--- src/rtl/div_recon_pkg.sv ---
`default_nettype none
// ============================================================================
// Module      : div_recon_pkg
// Description : Shared width constants and FSM state type for div_recon_seq.
// Revision    : 1.0 - initial release
// ============================================================================
package div_recon_pkg;

    localparam int W     = 32;
    localparam int CNT_W = 6;

    typedef enum logic [1:0] {
        IDLE = 2'd0,
        MUL  = 2'd1,
        ADD  = 2'd2,
        DONE = 2'd3
    } state_t;

endpackage
`default_nettype wire

--- src/rtl/adder_32bits.sv ---
`default_nettype none
// ============================================================================
// Module      : adder_32bits
// Description : Ripple add/subtract; Ctr=0 adds, Ctr=1 subtracts b from a.
// Revision    : 1.0 - initial release
// ============================================================================
module adder_32bits #(
    parameter int N = 33
) (
    input  logic [N-1:0] a,
    input  logic [N-1:0] b,
    input  logic         Ctr,
    output logic [N-1:0] sum
);

    logic [N-1:0] w_b_eff;

    assign w_b_eff = b ^ {N{Ctr}};
    assign sum     = a + w_b_eff + N'(Ctr);

endmodule
`default_nettype wire

--- src/rtl/div_recon_seq.sv ---
`default_nettype none
// ============================================================================
// Module      : div_recon_seq
// Description : Rebuilds dividend = quo*divisor + mod with a radix-2 shift-add.
// Revision    : 1.0 - initial release
// ============================================================================
module div_recon_seq
    import div_recon_pkg::state_t;
    import div_recon_pkg::IDLE;
    import div_recon_pkg::MUL;
    import div_recon_pkg::ADD;
    import div_recon_pkg::DONE;
    import div_recon_pkg::CNT_W;
#(
    parameter int W = div_recon_pkg::W
) (
    input  logic           clk,
    input  logic           rst_n,
    input  logic           in_valid,
    output logic           in_ready,
    input  logic [W-1:0]   quo,
    input  logic [W-1:0]   divisor,
    input  logic [W-1:0]   mod,
    output logic           out_valid,
    input  logic           out_ready,
    output logic [2*W-1:0] dividend,
    output logic           rem_ok,
    output logic           div_zero
);

    localparam logic [CNT_W-1:0] C_LAST = CNT_W'(W - 1);

    state_t           state_q, state_d;
    logic [CNT_W-1:0] cnt_q, cnt_d;
    logic [2*W-1:0]   acc_q, acc_d;
    logic [W-1:0]     quo_q, quo_d;
    logic [W-1:0]     divisor_q, divisor_d;
    logic [W-1:0]     mod_q, mod_d;
    logic [2*W-1:0]   dividend_q, dividend_d;
    logic             rem_ok_q, rem_ok_d;
    logic             div_zero_q, div_zero_d;
    logic             in_ready_q, in_ready_d;
    logic             out_valid_q, out_valid_d;

    logic [W:0]       w_add_a, w_add_b, w_add_sum;

    // The upper half plus one carry bit is where each partial product lands.
    assign w_add_a = {1'b0, acc_q[2*W-1:W]};
    assign w_add_b = quo_q[0] ? {1'b0, divisor_q} : '0;

    adder_32bits #(.N(W + 1)) u_acc_add (
        .a   (w_add_a),
        .b   (w_add_b),
        .Ctr (1'b0),
        .sum (w_add_sum)
    );

    always_comb begin
        state_d    = state_q;
        cnt_d      = cnt_q;
        acc_d      = acc_q;
        quo_d      = quo_q;
        divisor_d  = divisor_q;
        mod_d      = mod_q;
        dividend_d = dividend_q;
        rem_ok_d   = rem_ok_q;
        div_zero_d = div_zero_q;
        case (state_q)
            IDLE: begin
                if (in_valid) begin
                    quo_d     = quo;
                    divisor_d = divisor;
                    mod_d     = mod;
                    acc_d     = '0;
                    cnt_d     = '0;
                    state_d   = MUL;
                end
            end
            MUL: begin
                acc_d = {w_add_sum, acc_q[W-1:1]};
                quo_d = quo_q >> 1;
                cnt_d = cnt_q + CNT_W'(1);
                if (cnt_q == C_LAST) begin
                    state_d = ADD;
                end
            end
            ADD: begin
                dividend_d = acc_q + {{W{1'b0}}, mod_q};
                rem_ok_d   = (mod_q < divisor_q);
                div_zero_d = (divisor_q == '0);
                state_d    = DONE;
            end
            DONE: begin
                if (out_ready) begin
                    state_d = IDLE;
                end
            end
            default: state_d = IDLE;
        endcase
        // Handshake flags are registered copies of the next state.
        in_ready_d  = (state_d == IDLE);
        out_valid_d = (state_d == DONE);
    end

    always_ff @(posedge clk or negedge rst_n) begin
        if (!rst_n) begin
            state_q     <= IDLE;
            cnt_q       <= '0;
            acc_q       <= '0;
            quo_q       <= '0;
            divisor_q   <= '0;
            mod_q       <= '0;
            dividend_q  <= '0;
            rem_ok_q    <= 1'b0;
            div_zero_q  <= 1'b0;
            in_ready_q  <= 1'b1;
            out_valid_q <= 1'b0;
        end else begin
            state_q     <= state_d;
            cnt_q       <= cnt_d;
            acc_q       <= acc_d;
            quo_q       <= quo_d;
            divisor_q   <= divisor_d;
            mod_q       <= mod_d;
            dividend_q  <= dividend_d;
            rem_ok_q    <= rem_ok_d;
            div_zero_q  <= div_zero_d;
            in_ready_q  <= in_ready_d;
            out_valid_q <= out_valid_d;
        end
    end

    assign in_ready  = in_ready_q;
    assign out_valid = out_valid_q;
    assign dividend  = dividend_q;
    assign rem_ok    = rem_ok_q;
    assign div_zero  = div_zero_q;

endmodule
`default_nettype wire

--- config.mk ---
export PLATFORM = sky130hd
export DESIGN_NAME = div_recon_seq
export DESIGN_NICKNAME = d
export VERILOG_FILES = /design/src/rtl/div_recon_pkg.sv /design/src/rtl/adder_32bits.sv /design/src/rtl/div_recon_seq.sv
export SDC_FILE = /design/constraint.sdc
export NUM_CORES = 1
export LEC_CHECK = 0
export BUFFER_PORTS_ARGS = -buffer_cell sky130_fd_sc_hd__buf_2
export CAP_MARGIN = 10
export CORE_ASPECT_RATIO = 0.7
export CORE_UTILIZATION = 45
export DETAILED_ROUTE_END_ITERATION = 16
export PLACE_DENSITY_LB_ADDON = 0.2
export SYNTH_ARGS = -nofsm -noshare
export SYNTH_HDL_FRONTEND = slang
export SYNTH_SLANG_ARGS = --single-unit
--- constraint.sdc ---
create_clock -name clk -period 4.1 [get_ports clk]
set_input_delay 0.82 -clock clk [delete_from_list [all_inputs] [get_ports clk]]
set_output_delay 0.82 -clock clk [all_outputs]
set_load 0.01 [all_outputs]
==> results.cfg <==
[timing]
timing.final.crit_period_ps = 3696
hold_violations = 0
fin_skew_ps = 14.48
rsz0062_at_grt = no
fmax_mhz = 270.5
finalSetupViolCount = 0
drv_slew = 0
fin_crit_sh = 0.9015
setup_tns_ps = 0
final.setup.worst_slack_ps = 403.7
worst_pin_slew_ps = 944.1
slew_headroom = 0.3706

[detailed_routing]
ant_nets = 0
drc = 0
drt_iter0_drc = 927
wl_per_cell_um = 17.53
dr.pass1.iters = 5
finalWirelength_mm = 37.98
vias = 11900
viasPerCell = 5.491

[clock_network]
postCtsSetupBuffers = 0
clock_sinks = 236
cts_buffers = 26
cts_max_level = 1
cts-root-buf = clkbuf_16
cts_tree = yes
insertion_delay_ps = 550
cts_resized = 0
hold_buffers = 0
clock_path_buffers = 3
clkTransAtPathRegs_ps = 60

[floorplanning]
die_y_um = 148.7
core-area_mm2 = 0.03011
die_area_mm2 = 0.03145
boundaryPins = 168
start_util = 0.4594
row_count = 53
dieWidth_um = 211.6

[logic_synthesis]
synth.area.top_cells = dfrtp_1 43%, nand2_1 9.1%, ha_1 8.7%
syn-num-nets = 1804
yosysSeqAreaShare = 0.4270
synth_seq_cells = 236
synthArstFlopShare = 1.000
netlist_instances = 1606
synth_area_leader_cell = dfrtp_1
syn_area_per_cell_um2 = 8.613
synth_cell_types = 72
yosysWarningCount = 0
synth_flop_cell = dfrtp_1
synth_top_cell_area_share = 0.4251
synth_edf_count = 0
syn_area_mm2 = 0.01383

[worst_hold_path]
hold_path.class = input pin to asynchronous set/reset pin

[setup_path]
required_ps = 4490
worstSetupPathType = flip-flop to flip-flop
cp_max_fo = 33
cp.arrival_ps = 4090
startpoint_type = flip-flop
endpoint_kind = flip-flop

[grt]
grt_pass1_vias = 11280
grt_pass1_wl_mm = 61.40
grt_max_degree = 106
overflow = 0
grt_antenna_before_repair = 0
grt_util_all_layers = 0.2463

[placement]
dpl_cell_area_mm2 = 0.01504
dp_slack_ps = 466.2
gp_congestion = 0.9235
port_buffers = 167
dp_hpwl_mm = 27.43
dp.cells = 2122

[cells_and_area]
nFillCells = 2957
area_growth_pct = 14.80
fin_cells = 2167
fin_nets = 1936
drive_above_1_share = 0.1436
diodes = 0
design_area_mm2 = 0.01588

[power_and_ir_drop]
total_power_uw = 13810
vdd_ir_drop_max_uv = 331.7
leakage_uw = 0.007648
power.density_mw_per_mm2 = 869.7

[status]
status = finished, final reports clean

[job]
max-cap-violations = 0
==> power by group <==
group | internal (uW) | total, uW | switching [uW]
sequential | 3410 | 4450 | 1040
clock | 1390 | 2370 | 975
combinational | 2900 | 6990 | 4100
==> cell usage in the layout, fill, tap and decap left out, types with 17 or more instances in the layout <==
cell type  netlist  routed
nand4_1         17      17
ha_1            96      96
o22ai_1         31      31
nand3_1         41      41
nor2_1         107     105
o21ai_1         20      20
dfrtp_1        235     235
o21ai_0        175     175
and3_1          17      17
clkbuf_16        0      27
xor2_1          49      49
a21o_1          40      40
a21oi_1         71      71
nand2_1        337     337
inv_1           52      52
buf_2            6     166
and2_1          41      41
xnor2_1         31      31
==> kinds of logic after synthesis <==
logic type | after synthesis | share of synthesized area
mux | 3 | 0.002171
xor+xnor | 80 | 0.05066
buf+inv | 130 | 0.03745
fa+ha+maj | 98 | 0.08973
flops | 236 | 0.4270
simple gates | 619 | 0.1974
compound gates | 440 | 0.1956
==> critical path: stages (launching register included) <==
cell,delay [ps]
dfrtp_1,930
nand2_1,220
inv_1,110
ha_1,240
a211oi_2,240
o21bai_1,100
a21oi_1,360
o311ai_2,180
a2111oi_2,480
nor2_1,160
a311oi_2,280
xor2_1,160
o21ai_1,70
==> state kept, by name, summed over array words and instances (netlist names) <==
register,count
div_zero,1
dividend,64
rem_ok,1
in_ready,1
cnt_q,6
mod_q,32
state_q,2
quo_q,32
out_valid,1
divisor_q,32
acc_q,64
==> per-layer routing <==
layer	wire length, um	track usage	part of all wire	vias to the layer above
met2	15450	0.3482	0.41	362
li1	-	-	-	5847
met3	2747	0.05194	0.072	52
met1	18970	0.3794	0.50	5639
met5	0	0	0	-
met4	818	0.05797	0.022	0
==> layout make-up <==
cell class	count	area (um^2)	area share
repair buffers	182	983.4	0.06193
inverters	52	195.2	0.01229
multi-input cells	1240	7435	0.4682
well taps	412	515.5	0.03246
flip-flops and latches	236	5907	0.3720
clock inverters	8	90.09	0.005673
clock buffers	37	753.2	0.04744
==> synthesized netlist by cell type, types with 8 or more instances <==
| cell type | number |
|---|---|
| a211oi_1 | 8 |
| a21o_1 | 40 |
| a21oi_1 | 71 |
| a31oi_1 | 13 |
| and2_1 | 41 |
| and3_1 | 17 |
| buf_1 | 10 |
| clkbuf_1 | 58 |
| dfrtp_1 | 235 |
| ha_1 | 96 |
| inv_1 | 52 |
| nand2_1 | 337 |
| nand2b_1 | 11 |
| nand3_1 | 41 |
| nand4_1 | 17 |
| nor2_1 | 107 |
| nor2b_1 | 10 |
| nor3_1 | 11 |
| nor4_1 | 8 |
| o211ai_1 | 13 |
| o21a_1 | 11 |
| o21ai_0 | 175 |
| o21ai_1 | 20 |
| o22ai_1 | 31 |
| o31ai_1 | 9 |
| xnor2_1 | 31 |
| xor2_1 | 49 |
==> worst paths after layout <==
path                         startpoint           end  slack [ps]  depth (start not counted)
setup reg to reg               quo_q[0]     acc_q[62]         400                         12
setup / recovery               quo_q[0]     acc_q[62]         400                         12
hold reg to reg            dividend[21]  dividend[21]         470                          2
hold / removal                    rst_n  dividend[55]         250                          1
min in group clk                mod[23]     mod_q[23]         460                          3
max in group asynchronous         rst_n      in_ready        2870                          2
==> through the flow <==
stage               utilization  hold slack [ps]
global placement         0.4994            460.5
floorplan                     -            446.5
finish                   0.5274            248.8
global route             0.5274            293.1
detailed placement       0.4994            464.7
CTS                      0.5274            281.8
Note: power is estimated with default switching activity, not from simulation.
